$ cat src/rtl/uart_pkg.sv
// Shared UART definitions: receive-FIFO entry layout and SW0/SW1 frame-format decode.
package uart_pkg;

    localparam int ENTRY_W     = 10;
    localparam int BYTE_LSB    = 0;
    localparam int BYTE_W      = 8;
    localparam int PAR_ERR_BIT = 8;
    localparam int FRM_ERR_BIT = 9;

    localparam logic SW0_NO_PARITY   = 1'b0;
    localparam logic SW0_EVEN_PARITY = 1'b1;
    localparam logic SW1_DATA7       = 1'b0;
    localparam logic SW1_DATA8       = 1'b1;

    // Packed so that frm_err lands on FRM_ERR_BIT and par_err on PAR_ERR_BIT.
    typedef struct packed {
        logic       frm_err;
        logic       par_err;
        logic [7:0] data;
    } entry_t;

    // Even parity: data bits plus the parity bit that follows them must hold an even count of ones.
    function automatic logic calc_par_err(input logic [8:0] frame, input logic sw0, input logic sw1);
        logic err;
        err = 1'b0;
        if (sw0 == SW0_EVEN_PARITY) begin
            if (sw1 == SW1_DATA8) err = (^frame[7:0]) ^ frame[8];
            else                  err = (^frame[6:0]) ^ frame[7];
        end
        return err;
    endfunction

    function automatic logic [7:0] strip_byte(input logic [8:0] frame, input logic sw1);
        return (sw1 == SW1_DATA8) ? frame[7:0] : {1'b0, frame[6:0]};
    endfunction

endpackage

$ cat src/rtl/uart_sync_fifo.sv
// Generic show-ahead synchronous FIFO; accepts a push while full if a pop happens in the same cycle.
module uart_sync_fifo #(
    parameter int DEPTH = 8,
    parameter int AW    = 3,
    parameter int W     = 10
) (
    input  logic          clk,
    input  logic          rst,
    input  logic          push,
    input  logic [W-1:0]  wdata,
    input  logic          pop,
    output logic [W-1:0]  rdata,
    output logic          empty,
    output logic          full,
    output logic [AW:0]   count,
    output logic          push_drop
);

    localparam logic [AW:0] FULL_CNT = (AW+1)'(DEPTH);

    logic [W-1:0]  mem_q [DEPTH];
    logic [W-1:0]  mem_d [DEPTH];
    logic [AW-1:0] wr_ptr_q, wr_ptr_d;
    logic [AW-1:0] rd_ptr_q, rd_ptr_d;
    logic [AW:0]   count_q, count_d;
    logic          push_eff, pop_eff;

    assign empty     = (count_q == '0);
    assign full      = (count_q == FULL_CNT);
    assign count     = count_q;
    assign rdata     = mem_q[rd_ptr_q];
    assign pop_eff   = pop && !empty;
    assign push_eff  = push && (!full || pop_eff);
    assign push_drop = push && !push_eff;

    always_comb begin
        mem_d    = mem_q;
        wr_ptr_d = wr_ptr_q;
        rd_ptr_d = rd_ptr_q;
        count_d  = count_q + {{AW{1'b0}}, push_eff} - {{AW{1'b0}}, pop_eff};
        if (push_eff) begin
            mem_d[wr_ptr_q] = wdata;
            wr_ptr_d        = wr_ptr_q + 1'b1;
        end
        if (pop_eff) rd_ptr_d = rd_ptr_q + 1'b1;
    end

    always_ff @(posedge clk or posedge rst) begin
        if (rst) begin
            for (int i = 0; i < DEPTH; i++) mem_q[i] <= '0;
            wr_ptr_q <= '0;
            rd_ptr_q <= '0;
            count_q  <= '0;
        end else begin
            mem_q    <= mem_d;
            wr_ptr_q <= wr_ptr_d;
            rd_ptr_q <= rd_ptr_d;
            count_q  <= count_d;
        end
    end

endmodule

$ cat src/rtl/rx_frame_buffer.sv
// Receive frame buffer: edge-detects frame/error events, strips framing, checks parity, queues entries.
module rx_frame_buffer
    import uart_pkg::*;
#(
    parameter int DEPTH = 8,
    parameter int AW    = 3
) (
    input  logic          clk,
    input  logic          rst,
    input  logic [8:0]    frame_in,
    input  logic          data_valid,
    input  logic          frame_err,
    input  logic          SW0,
    input  logic          SW1,
    input  logic          rd_en,
    output logic [7:0]    rd_data,
    output logic          rd_par_err,
    output logic          rd_frm_err,
    output logic          empty,
    output logic          full,
    output logic [AW:0]   count,
    output logic          overflow,
    input  logic          clr_ovf
);

    logic   dv_q, dv_d;
    logic   fe_q, fe_d;
    logic   ovf_q, ovf_d;
    logic   push_ok, push_fe, push;
    logic   push_drop;
    entry_t wentry, head;

    assign push_ok = data_valid & ~dv_q;
    assign push_fe = frame_err & ~fe_q;
    assign push    = push_ok | push_fe;

    // A framing error wins over a simultaneous frame-complete edge.
    always_comb begin
        wentry = '0;
        if (push_fe) begin
            wentry.frm_err = 1'b1;
        end else begin
            wentry.data    = strip_byte(frame_in, SW1);
            wentry.par_err = calc_par_err(frame_in, SW0, SW1);
        end
    end

    uart_sync_fifo #(.DEPTH(DEPTH), .AW(AW), .W(ENTRY_W)) u_fifo (
        .clk       (clk),
        .rst       (rst),
        .push      (push),
        .wdata     (wentry),
        .pop       (rd_en),
        .rdata     (head),
        .empty     (empty),
        .full      (full),
        .count     (count),
        .push_drop (push_drop)
    );

    assign rd_data    = empty ? 8'h00 : head.data;
    assign rd_par_err = empty ? 1'b0  : head.par_err;
    assign rd_frm_err = empty ? 1'b0  : head.frm_err;
    assign overflow   = ovf_q;

    always_comb begin
        dv_d  = data_valid;
        fe_d  = frame_err;
        ovf_d = ovf_q;
        if (clr_ovf)   ovf_d = 1'b0;
        if (push_drop) ovf_d = 1'b1;
    end

    always_ff @(posedge clk or posedge rst) begin
        if (rst) begin
            dv_q  <= 1'b0;
            fe_q  <= 1'b0;
            ovf_q <= 1'b0;
        end else begin
            dv_q  <= dv_d;
            fe_q  <= fe_d;
            ovf_q <= ovf_d;
        end
    end

endmodule

$ cat config.mk
export PLATFORM = sky130hd
export DESIGN_NAME = rx_frame_buffer
export DESIGN_NICKNAME = d
export VERILOG_FILES = /design/src/rtl/uart_pkg.sv /design/src/rtl/uart_sync_fifo.sv /design/src/rtl/rx_frame_buffer.sv
export SDC_FILE = /design/constraint.sdc
export NUM_CORES = 1
export LEC_CHECK = 0
export CELL_PAD_IN_SITES_DETAIL_PLACEMENT = 1
export CELL_PAD_IN_SITES_GLOBAL_PLACEMENT = 1
export CORE_AREA = 2 2 111 92
export DETAILED_ROUTE_END_ITERATION = 6
export DIE_AREA = 0 0 113 94
export GPL_ROUTABILITY_DRIVEN = 0
export PLACE_DENSITY_LB_ADDON = 0.1
export SETUP_SLACK_MARGIN = 0.1
export SKIP_LAST_GASP = 1
export SLEW_MARGIN = 20
export SYNTH_ARGS = -nofsm -noshare
export SYNTH_HDL_FRONTEND = slang
export SYNTH_HIERARCHICAL = 1
export SYNTH_SLANG_ARGS = --single-unit
$ cat constraint.sdc
create_clock -name clk -period 3.44 [get_ports clk]
set_input_delay 0.516 -clock clk [delete_from_list [all_inputs] [get_ports clk]]
set_output_delay 0.516 -clock clk [all_outputs]
set_load 0.03 [all_outputs]
# After elaboration in Yosys (flattened, before gate mapping)
# Cells that the tools add are included.
[totals] register_bits=93 latchBits=0 ram_bits=0 romBits=0 input_bits=17 out_inout_bits=17 word_cells=59 n_memories=0
[classes] addsub=4 n_mul=0 div_mod_pow=0 order_cmp=3 n_eq_ne=1 shift=0 n_mux=16 n_bitwise=9 reduce_logical=12
[op_table] cell="$bwmux 80" count=1
[op_table] cell="$bmux 10 s3" count=1
[op_table] cell="$demux 10 s3" count=1
[op_table] cell="$mux 10" count=3
[op_table] cell="$mux 8" count=2
[op_table] cell="$mux 9" count=1
[op_table] cell="$ge 4x4->1 const B" count=2
[op_table] cell="$not 3->4" count=2
[op_table] cell="$reduce_xor 8->1" count=1
[op_table] cell="$mux 1" count=7
[op_table] cell="$reduce_xor 7->1" count=1
[op_table] cell="$add 3x1->3 const B" count=2
[op_table] cell="$add 4x1->4" count=1
[op_table] cell="$eq 4x4->1 const B" count=1
[op_table] cell="$logic_and 1x1->1" count=4
[op_table] cell="$logic_not 4->1" count=1
[op_table] cell="$lt 4x1->1 const B" count=1
[op_table] cell="$sub 4x1->4" count=1
[op_table] cell="$logic_not 1->1" count=3
[op_table] cell="$and 1x1->1" count=2
[op_table] cell="$not 1->1" count=2
[op_table] cell="$reduce_bool 2->1" count=1
[op_table] cell="$xor 1x1->1" count=2
[op_table] cell="$logic_or 1x1->1" count=1
[op_table] cell="$or 1x1->1" count=1

# Depth between registers and ports, before layout
[depth] ltp_word=8 mapped_depth=11 depth_no_buf=11

# Cells and area by module
# The synthesis kept the hierarchy.
[modules_own_cells] module="uart_sync_fifo" n_inst=1 cells_per_inst=264 area_per_inst_um2=4241.6 seq_area_each_um2=2252.2
[modules_own_cells] module="rx_frame_buffer" n_inst=1 cells_per_inst=38 area_per_inst_um2=319.1 seq_area_each_um2=75.1

# Worst setup path before layout
# OpenSTA, ideal clock, no wires.
[synth_path] path_kind="register to register" from="register u_fifo.count_q[2] (netlist: u_fifo/count[2])" to="register u_fifo.count_q[2] (netlist: u_fifo/count[2])" setup_time_ps=123 arrival_time_ps=2585 required_time_ps=3317 setup_slack_ps=732 path_stages_with_launch=12 n_path_buf=1 period_less_slack_ps=2708 path_cell_list="dfrtp_1 -> inv_1 -> ha_1 -> or3b_1 -> buf_6 -> o21ai_0 -> ha_1 -> inv_1 -> ha_1 -> inv_1 -> fa_1 -> xnor2_1"
[synth_via] elab_chain_len=7 elab_cells_between_ends=9 classes_between="add/sub: 2; eq/ne: 1; reduce/logical: 6"
[synth_lines] item="start: declaration" line_no="uart_sync_fifo.sv:25" source="logic [AW:0] count_q, count_d;"
[synth_lines] item="start signal: assignment" line_no="uart_sync_fifo.sv:58" source="count_q <= count_d;"
[synth_lines] item="$logic_not 4->1" line_no="uart_sync_fifo.sv:28" source="assign empty = (count_q == '0);"
[synth_lines] item="$logic_not 1->1" line_no="uart_sync_fifo.sv:32" source="assign pop_eff = pop && !empty;"
[synth_lines] item="$logic_and 1x1->1" line_no="uart_sync_fifo.sv:32"
[synth_lines] item="$logic_or 1x1->1" line_no="uart_sync_fifo.sv:33" source="assign push_eff = push && (!full || pop_eff);"
[synth_lines] item="$logic_and 1x1->1" line_no="uart_sync_fifo.sv:33"
[synth_lines] item="$add 4x1->4" line_no="uart_sync_fifo.sv:40" source="count_d = count_q + {{AW{1'b0}}, push_eff} - {{AW{1'b0}}, pop_eff};"
[synth_lines] item="$sub 4x1->4 (*)" line_no="uart_sync_fifo.sv:40"
[synth_lines] item="net u_fifo.count_d[2]" line_no="uart_sync_fifo.sv:25"
# Mark *: on every way through the listed nets, which the timed path passes. The rest lies on a longest branch.
# A chain may end at the register's enable or synchronous reset.

# Worst setup path after layout
[layout_path] from="register u_fifo.count_q[2] (netlist: u_fifo/count[2])" to="output empty"
[layout_via] elab_chain_len=1
[layout_lines] item="$logic_not 4->1" line_no="uart_sync_fifo.sv:28"
[layout_lines] item="end: declaration" line_no="rx_frame_buffer.sv:19" source="output logic empty,"
# Every way passes these cells.

==> impl_metrics.env <==
export IMPL_maxCapViolCount=0
export IMPL_reg2reg_setup_slack_ns=0.54
export IMPL_synth_top_family_by_area="multiplexers"
export IMPL_detail_route_antenna_nets=0
export IMPL_num_vias=2653
export IMPL_start_kind="register"
export IMPL_arrival_ns=2.56
export IMPL_cts_root_buf="clkbuf_16"
export IMPL_dieWidth_um=113
export IMPL_die_h_um=94
export IMPL_r2r_start="u_fifo/count[2]"
export IMPL_synth_simple_area_share=0.04636
export IMPL_synth_compound_area_share=0.03347
export IMPL_cp_end_kind="primary output"
export IMPL_intPower_mw=3.548
export IMPL_n_antenna_cell=0
export IMPL_final_seq_area_um2=2327
export IMPL_syn_avg_cell_area_um2=15.10
export IMPL_fmax_mhz=325.2
export IMPL_cts_setup_buffers=0
export IMPL_violations="design-rule violations"
export IMPL_ys_ff_latch=93
export IMPL_critPathMaxFanout=11
export IMPL_synth_mux_area_frac=0.3259
export IMPL_finalPower_mw=5.404
export IMPL_dp_final_hpwl_um=6623
export IMPL_power_density_nw_per_um2=1003
export IMPL_seq_power_share=0.359
export IMPL_outcome="complete, but fails checks"
export IMPL_gr_usage_all_layers=0.2119
export IMPL_fin_crit_ns=3.075
export IMPL_drtIter0Drc=71
export IMPL_peakVddDrop_uv=448.2
export IMPL_hold_viol=0
export IMPL_leakagePower_nw=2.393
export IMPL_numCtsBuffers=9
export IMPL_worstRegToRegCells=10
export IMPL_hp_class="in2async"
export IMPL_synth_adder_area_share=0.02634
export IMPL_syn_num_nets=328
export IMPL_dieArea_um2=10620
export IMPL_multi_input_area_um2=2106
export IMPL_cpLargestDelayFamily="buffers and inverters"
export IMPL_path_buf_inv=3
export IMPL_cts_tree="built"
export IMPL_fin_util=0.5703
export IMPL_yosysWarnings=6
export IMPL_drive_above_1_share=0.4269
export IMPL_drcViolationCount=2
export IMPL_io_buffers=33
export IMPL_syn_to_final_growth_pct=18.16
export IMPL_grt_pass1_wl_um=16500
export IMPL_ioPinCount=34
export IMPL_drv_slew=0
export IMPL_critPathLaunch="u_fifo/count[2]"
export IMPL_hold_slack_ns=0.3933
export IMPL_htreeDepth=3
export IMPL_clockBufferDepth=2
export IMPL_synth_seq_area_share=0.5103
export IMPL_fillers=918
export IMPL_routedWlPerCell_um=21.87
export IMPL_start_util=0.4827
export IMPL_clock_latency_ns=0.34
export IMPL_yosys_cell_types_count=39
export IMPL_tns_ns=0
export IMPL_post_route_period_util=0.8938
export IMPL_nets=370
export IMPL_clk_pin_slew_ns=0.07
export IMPL_cpPeakStageDelay_ns=0.73
export IMPL_setup_viol=0
export IMPL_drtPass1Iterations=6
export IMPL_antenna_found_initial=0
export IMPL_holdBufCountCts=0
export IMPL_cp_slowest_cell="clkdlybuf4s50_1"
export IMPL_synth_xor_area_frac=0.02963
export IMPL_row_count=32
export IMPL_rsz0062_at_grt="no"
export IMPL_clockPowerShare=0.184
export IMPL_wirelength_um=10240
export IMPL_p_sw_frac=0.3434
export IMPL_grt_overflow_total=0
export IMPL_syn_inst=302
export IMPL_switchingPower_mw=1.856
export IMPL_relSlewSlack=0.4427
export IMPL_core_area_um2=9449
export IMPL_combPwrFrac=0.457
export IMPL_synthesis_area_um2=4561
export IMPL_r2r_end="u_fifo/count[3]"
export IMPL_cts_sinks=93
export IMPL_fin_skew_ns=0.007789
export IMPL_vias_per_cell=5.669
export IMPL_worst_slew_pin_slew_ns=0.8359
export IMPL_grt_max_degree=57
export IMPL_crit_chain="inv_1 -> ha_1 -> or3b_2 -> clkinvlp_4 -> clkdlybuf4s50_1"
export IMPL_crit_type="reg2out"
export IMPL_grt_pass1_vias=2908
export IMPL_crit_required_ns=2.92
[cells in the final DEF, fill, tap and decap left out, types with 2 or more instances in the layout]
cell type         n
dfrtp_1          93
mux2_2           92
clkdlybuf4s50_1  33
mux4_2           20
inv_1            13
nor2b_1          10
xnor2_1          10
clkbuf_16         9
ha_1              8
buf_4             7
and2_1            6
and3_1            3
nand2_1           3
clkinv_2          3
buf_12            3
a21o_1            2
nand2b_1          2
o21ai_0           2
clkbuf_1          2
clkinvlp_4        2
nand3_1           2
a211oi_2          2
[cells in the mapped netlist, drive strengths merged]
| cell | count | share of area |
|---|---|---|
| nor4bb | 1 | 0.0022 |
| nor2b | 10 | 0.014 |
| or3b | 2 | 0.0038 |
| nand2b | 2 | 0.0027 |
| a211oi | 2 | 0.0055 |
| buf | 7 | 0.0096 |
| xnor2 | 11 | 0.023 |
| nor3b | 1 | 0.0016 |
| mux2 | 92 | 0.23 |
| xnor3 | 1 | 0.0049 |
| ha | 8 | 0.022 |
| dfrtp | 93 | 0.51 |
| fa | 1 | 0.0044 |
| a2111oi | 1 | 0.0060 |
| inv | 16 | 0.014 |
| and2b | 1 | 0.0016 |
| and3 | 3 | 0.0041 |
| a21oi | 2 | 0.0030 |
| nand2 | 3 | 0.0025 |
| a21o | 2 | 0.0033 |
| a2111o | 1 | 0.0025 |
| o211ai | 3 | 0.0091 |
| xor2 | 1 | 0.0019 |
| nand3 | 2 | 0.0022 |
| clkbuf | 5 | 0.0041 |
| and2 | 7 | 0.0099 |
| o21ai | 3 | 0.0041 |
| nand4b | 1 | 0.0019 |
| mux4 | 20 | 0.099 |
[worst max path at each step]
stage                           end  slack [ns]  cells past startpoint
CTS                           empty        0.14                      5
floorplan           u_fifo/count[0]        0.59                      1
global placement              empty        0.57                      5
global route                  empty        0.27                      5
finish                        empty        0.37                      5
detailed placement  u_fifo/count[2]        0.47                      9
[worst register-to-register path, cell delays in order, from the launching register on]
cell	delay (ns)
dfrtp_1	0.38
inv_1	0.11
ha_1	0.19
or3b_1	0.53
o21ai_0	0.48
ha_1	0.28
inv_1	0.06
ha_1	0.27
a21o_1	0.18
a21oi_1	0.16
xor2_1	0.18
[logic make-up after synthesis]
family,after synthesis
multiplexers,112
flip-flops,93
AND/OR/NAND/NOR,33
buffers and inverters,28
AO/OA/AOI/OAI,14
XOR/XNOR,13
adder cells (fa/ha/maj),9
[metrics by stage]
| stage | setup slack (ns) | cell area (µm²) | std cells |
|---|---|---|---|
| after floorplan | 0.5887 | 4561 | 302 |
| after global placement | 0.5706 | 5091 | 452 |
| after detailed placement | 0.4688 | 5091 | 452 |
| after CTS | 0.1386 | 5385 | 468 |
| after global routing | 0.2709 | 5389 | 468 |
| final | 0.3653 | 5389 | 468 |
[power by group through the flow]
stage | Sequential [mW] | Combinational (mW) | Clock [mW]
6_report | 1.94 | 2.47 | 0.994
5_1_grt | 2.01 | 2.64 | 1.06
4_1_cts | 1.94 | 2.50 | 1.02
3_5_place_dp | 1.96 | 2.49 | 0
3_3_place_gp | 1.92 | 2.43 | 0
2_1_floorplan | 1.83 | 1.82 | 0
[per-layer routing]
metal  up-vias  GRT usage  part of all wire
li1       1177          -                 -
met1      1431     0.2810              0.46
met3         7    0.04258             0.035
met5         -          0                 0
met2        38     0.3538              0.49
met4         0    0.06707             0.011
[registers in the layout, indices dropped and copies added, names as in the netlist]
register,count
u_fifo/count,4
u_fifo/wr_ptr_q,3
fe_q,1
dv_q,1
u_fifo/mem_q,80
u_fifo/rd_ptr_q,3
overflow,1
[final cells by class]
cell class              instances  share of cell area
clock buffers                  12             0.04574
clock inverters                 4            0.008823
inverters                      16             0.01300
multi-input cells             181              0.3908
flip-flops and latches         93              0.4319
well taps                     119             0.02763
repair buffers                 43             0.08219
[repair_timing]
| action | 4_1_cts | 5_1_grt |
|---|---|---|
| hold endpoints to repair | 0 | 0 |
| endpoints found under the setup margin | 0 | 10 |
| resized for setup | 0 | 1 |
Note: power is estimated with default switching activity, not from simulation.
